`config.mk`:
```
export PLATFORM = sky130hd
export DESIGN_NAME = fetch_queue
export DESIGN_NICKNAME = d
export VERILOG_FILES = /design/src/rtl/fetch_queue.sv
export SDC_FILE = /design/constraint.sdc
export NUM_CORES = 1
export LEC_CHECK = 0
export ABC_AREA = 1
export BUFFER_PORTS_ARGS = -buffer_cell sky130_fd_sc_hd__buf_2
export CAP_MARGIN = 20
export CORE_ASPECT_RATIO = 1.2
export CORE_MARGIN = 2
export CORE_UTILIZATION = 45
export CTS_CLUSTER_DIAMETER = 30
export DETAILED_ROUTE_END_ITERATION = 8
export GPL_TIMING_DRIVEN = 0
export PLACE_DENSITY_LB_ADDON = 0.25
export SLEW_MARGIN = 20
export SYNTH_ARGS = -nofsm -noshare
export SYNTH_HDL_FRONTEND = slang
export SYNTH_SLANG_ARGS = --single-unit
```
`constraint.sdc`:
```
create_clock -name clk -period 5.3 [get_ports clk]
set_input_delay 0.795 -clock clk [delete_from_list [all_inputs] [get_ports clk]]
set_output_delay 0.795 -clock clk [all_outputs]
set_load 0.03 [all_outputs]
```
`src/rtl/fetch_queue.sv`:
```
// rtl/fetch_queue.sv - instruction prefetch queue between instruction memory and the core fetch input
//
// Issues sequential word fetches (one outstanding at a time), buffers returned
// instructions with their PCs in a circular FIFO, and presents them to the core
// over a valid/ready handshake. A redirect flushes the FIFO and restarts fetch.
//
// Ports:
//   clk, rst          clock (rising edge) and asynchronous active-high reset
//   imem_addr         fetch address (word aligned), stable while stalled
//   imem_valid        fetch request valid
//   imem_ready        memory accepts the request this cycle
//   imem_done         one-cycle response strobe, imem_data holds the word
//   imem_data         returned instruction word
//   out_valid         head entry valid
//   out_ready         core consumes the head entry this cycle
//   out_pc, out_instr PC and instruction of the head entry
//   redirect          flush and restart fetch at redirect_pc
//   redirect_pc       new fetch PC, bits [1:0] ignored
//   empty             FIFO holds no entries (in-flight request not counted)

module fetch_queue #(
    parameter int               Width   = 32,
    parameter int               Depth   = 4,
    parameter logic [Width-1:0] ResetPc = '0
) (
    input  logic             clk,
    input  logic             rst,
    output logic [Width-1:0] imem_addr,
    output logic             imem_valid,
    input  logic             imem_ready,
    input  logic             imem_done,
    input  logic [Width-1:0] imem_data,
    output logic             out_valid,
    input  logic             out_ready,
    output logic [Width-1:0] out_pc,
    output logic [Width-1:0] out_instr,
    input  logic             redirect,
    input  logic [Width-1:0] redirect_pc,
    output logic             empty
);

    localparam int PtrW = (Depth > 1) ? $clog2(Depth) : 1;
    localparam int CntW = PtrW + 1;

    logic [Width-1:0] fetch_pc;
    logic [Width-1:0] req_pc;
    logic             inflight;
    logic             discard;

    logic [PtrW-1:0]  head;
    logic [PtrW-1:0]  tail;
    logic [CntW-1:0]  count;

    logic [Width-1:0] pc_mem    [Depth];
    logic [Width-1:0] instr_mem [Depth];

    logic             resp;
    logic             push;
    logic             pop;
    logic             accept;
    logic [CntW-1:0]  reserved;

    // A response is only meaningful while a request is outstanding; a stray
    // done with nothing in flight is ignored.
    assign resp = inflight && imem_done;

    // Redirect wins over everything: the returning word and any pop are dropped.
    assign push = resp && !discard && !redirect;
    assign pop  = (count != '0) && out_ready && !redirect;

    // The outstanding (non-discarded) request already owns a FIFO slot, even in
    // the cycle its data returns, so a new fetch is only issued if one more slot
    // beyond that is free. This keeps the FIFO from ever overflowing without
    // making imem_valid depend on out_ready.
    assign reserved = count + CntW'(inflight && !discard);

    assign imem_valid = !rst && !redirect && (!inflight || imem_done)
                        && (reserved < CntW'(Depth));
    assign imem_addr  = fetch_pc;
    assign accept     = imem_valid && imem_ready;

    assign out_valid = (count != '0);
    assign out_pc    = pc_mem[head];
    assign out_instr = instr_mem[head];
    assign empty     = (count == '0);

    always_ff @(posedge clk or posedge rst) begin
        if (rst) begin
            fetch_pc <= ResetPc;
            req_pc   <= ResetPc;
            inflight <= 1'b0;
            discard  <= 1'b0;
            head     <= '0;
            tail     <= '0;
            count    <= '0;
        end else if (redirect) begin
            head     <= '0;
            tail     <= '0;
            count    <= '0;
            fetch_pc <= {redirect_pc[Width-1:2], 2'b00};
            if (resp) begin
                // The outstanding word returns now and is simply dropped.
                inflight <= 1'b0;
                discard  <= 1'b0;
            end else if (inflight) begin
                // The old request is still out; swallow its response later.
                discard  <= 1'b1;
            end
        end else begin
            if (accept) begin
                req_pc   <= fetch_pc;
                fetch_pc <= fetch_pc + Width'(4);
                inflight <= 1'b1;
            end else if (resp) begin
                inflight <= 1'b0;
            end

            if (resp && discard) begin
                discard <= 1'b0;
            end

            if (push) begin
                tail <= tail + PtrW'(1);
            end
            if (pop) begin
                head <= head + PtrW'(1);
            end
            count <= count + CntW'(push) - CntW'(pop);
        end
    end

    // Entry storage carries no reset; out_valid guards every read.
    always_ff @(posedge clk) begin
        if (push && !rst) begin
            pc_mem[tail]    <= req_pc;
            instr_mem[tail] <= imem_data;
        end
    end

endmodule

```
==> flow_summary.yaml <==
status:
  run_status: "finished, final reports clean"
synth:
  ys_seq_area_frac: 0.703
  yosys_warnings: 0
  synth.ff_latch_count: 317
  syn-mean-instance-area_um2: 11.4
  ys_types: 35
  post_synth_inst_count: 1145
  netlist_area_um2: 13000
die:
  fp.coreArea_um2: 28700
  start_util: 0.455
  floorplan.die_area_um2: 30400
  dieHeight_um: 191
  number_of_primary_i_o_pins: 169
  std_cell_rows: 68
  dieWidth_um: 159
worst_setup_path:
  cp_max_fo: 10
  worst-endpoint-required_ns: 4.51
  worstPathArrival_ns: 2.57
  critical_path.reg2reg.startpoint: "inflight$_DFF_PP0_"
  setup.worst_path.start: "head[0]$_DFFE_PP0P_"
  reg2reg_to: "pc_mem[0][9]$_DFFE_PP_"
  regToRegSetupSlack_ns: 2.74
  cp-end-kind: "output port"
  start_kind: "register"
  crit_path_end: "out_pc[23]"
  r2r_cells: 7
  worstSetupPathType: "register to output port"
global_routing:
  global_route.usage.total: 0.216
  grt_max_degree: 54
  grt_pass1_wl_mm: 51.1
  overflow: 0
  grt_antenna_before_repair: 0
  grt_pass1_vias: 9269
power_and_ir_drop:
  p_per_area_nw_per_um2: 507
  switchingPower_mw: 2.69
  p_int_mw: 5.72
  ir_drop_v: 0.000265
  clock_power_share: 0.423
  totalPowerFinal_mw: 8.42
  combinationalPowerShare: 0.196
  netSwitchingFraction: 0.320
  p_seq_frac: 0.381
  power_leakage_nw: 6.55
timing:
  hold_ws_ns: 0.190
  finClkSkew_ns: 0.0228
  timing_worst_slew_pin_value_ns: 0.722
  layout_worst_path_cycle_share: 0.634
  timing.slew.headroom: 0.517
  timing.final.crit_period_ns: 3.36
  setup_slack_ns: 1.94
  max_freq_ghz: 0.297
  setup_repair_after_global_routing_missed_its_margin: "no"
  timing.final.max_slew_violations: 0
  setup_viol_count_final: 0
  hold_vio_cnt_final: 0
job:
  maxCapViolCount: 0
clock_network:
  numCtsBuffers: 54
  ctsHtreeMaxLevel: 2
  cts.sinks: 317
  cts.reportedPaths.clkPinSlew_ns: 0.05
  root_buffer: "sky130_fd_sc_hd__clkbuf_16"
  hold_fix_buffer_count_after_cts: 0
  clock_latency_ns: 0.56
  cts_max_path_buffers: 3
  postCtsSetupBuffers: 0
  post_cts.resized_instances: 0
  cts_tree: "yes"
finish:
  share_of_cells_above_drive_strength_1: 0.220
  n_antenna_cell: 0
  fill_cells: 2393
  flow.area_growth_from_synthesis_pct: 27.2
  final_cell_mix: "sky130_fd_sc_hd__edfxtp_1, sky130_fd_sc_hd__nand2_1, sky130_fd_sc_hd__nor2_1"
  final_util: 0.579
  nNetsFinal: 1456
  final_common_cell: "sky130_fd_sc_hd__edfxtp_1"
placement:
  place.gp.congestion: 0.857
  numPortBuffers: 161
  estimated_wirelength_of_the_detail_placed_design_mm: 22.0
  dp_worst_setup_slack_ns: 1.73
route:
  routed-via-count: 9399
  drt_iter0_drc: 645
  drt-wirelength-per-cell_um: 18.2
  drc: 0
  antenna_violating_nets_post_route: 0
  drt_pre_antenna_iters: 5
  viasPerCell: 5.21
  drt_wl_total_mm: 32.9
min_path:
  worst_hold_path_type: "input pin to asynchronous set/reset pin"
==> critical path: stages (launching register included) <==
cell and delay (ns):
sky130_fd_sc_hd__dfrtp_1 0.33, sky130_fd_sc_hd__buf_2 0.24, sky130_fd_sc_hd__buf_2 0.32, sky130_fd_sc_hd__clkbuf_1 0.46, sky130_fd_sc_hd__nor2_1 0.11, sky130_fd_sc_hd__o22ai_1 0.28, sky130_fd_sc_hd__buf_2 0.26
==> layout make-up <==
| type | instances | area, µm² | share of cell area |
|---|---|---|---|
| inverter | 51 | 199 | 0.0120 |
| tap | 385 | 482 | 0.0290 |
| buffer | 63 | 325 | 0.0196 |
| multi-input combinational | 717 | 3390 | 0.204 |
| timing repair buffer | 174 | 1140 | 0.0688 |
| clock buffer | 59 | 1410 | 0.0851 |
| sequential | 317 | 9170 | 0.553 |
| clock inverter | 39 | 468 | 0.0282 |
==> flip-flops by register name, indices dropped and copies added (netlist names) <==
signal / cells
count: 3
instr_mem: 128
head: 2
tail: 2
discard: 1
req_pc: 30
imem_addr: 30
inflight: 1
pc_mem: 120
==> worst min-delay path by stage <==
stage	start	endpoint	slack, ns	cells past startpoint
final	rst	imem_addr[22]$_DFFE_PP0P_	0.19	2
after global routing	rst	imem_addr[25]$_DFFE_PP0P_	0.20	2
after CTS	rst	discard$_DFFE_PP0P_	0.19	2
after detailed placement	req_pc[8]$_DFFE_PP0P_	pc_mem[1][8]$_DFFE_PP_	0.51	0
after global placement	req_pc[13]$_DFFE_PP0P_	pc_mem[0][13]$_DFFE_PP_	0.49	0
after floorplan	req_pc[10]$_DFFE_PP0P_	pc_mem[0][10]$_DFFE_PP_	0.48	0
==> through the flow <==
stage | cell area (µm²) | TNS, ns | std cells
2_1_floorplan | 13100 | -130.53 | 1148
3_5_place_dp | 14700 | 0 | 1707
3_3_place_gp | 14300 | -842.03 | 1694
4_1_cts | 16600 | 0 | 1805
6_report | 16600 | 0 | 1805
5_1_grt | 16600 | 0 | 1805
==> Yosys cell counts (all sizes together) <==
library cell | n | share of area
nand3 | 69 | 0.028
conb | 1 | 0.00029
xnor2 | 3 | 0.0020
xor2 | 8 | 0.0054
inv | 49 | 0.014
nand2 | 203 | 0.059
edfxtp | 248 | 0.57
nor2 | 189 | 0.057
clkinv | 2 | 0.00058
buf | 25 | 0.014
a21oi | 9 | 0.0035
o21ai | 154 | 0.059
dfrtp | 69 | 0.13
nor3 | 1 | 0.00038
or2 | 1 | 0.00048
clkbuf | 38 | 0.011
ha | 7 | 0.0067
and2 | 1 | 0.00048
and3 | 1 | 0.00048
o22ai | 62 | 0.030
nand4 | 2 | 0.0014
nand3b | 1 | 0.00058
fa | 1 | 0.0015
o21a | 1 | 0.00058
==> power groups by stage <==
stage	Clock, mW	Sequential (mW)	Combinational, mW
2_1_floorplan	0	3.23	1.05
3_3_place_gp	0	3.23	1.64
3_5_place_dp	0	3.24	1.67
4_1_cts	3.60	3.20	1.68
5_1_grt	3.72	3.24	1.81
6_report	3.56	3.21	1.65
==> logic make-up (layout without fill, tap and decap cells) <==
logic type	after synthesis	after routing	synth area share
flip-flops	317	317	0.703
buffers and inverters	114	386	0.0400
AND/OR/NAND/NOR	468	468	0.148
AO/OA/AOI/OAI	226	226	0.0928
XOR/XNOR	11	11	0.00739
adder cells (fa/ha/maj)	8	8	0.00825
other	1	4	0.000287
==> routing by layer <==
| layer | vias up | routed length, µm | part of all wire | GRT usage |
|---|---|---|---|---|
| met2 | 276 | 16600 | 0.50 | 0.378 |
| met3 | 51 | 1810 | 0.055 | 0.0381 |
| met4 | 0 | 828 | 0.025 | 0.0699 |
| met5 | - | 0 | 0 | 0 |
| met1 | 4564 | 13700 | 0.42 | 0.274 |
| li1 | 4508 | - | - | - |
(Power assumes the default switching activity.)
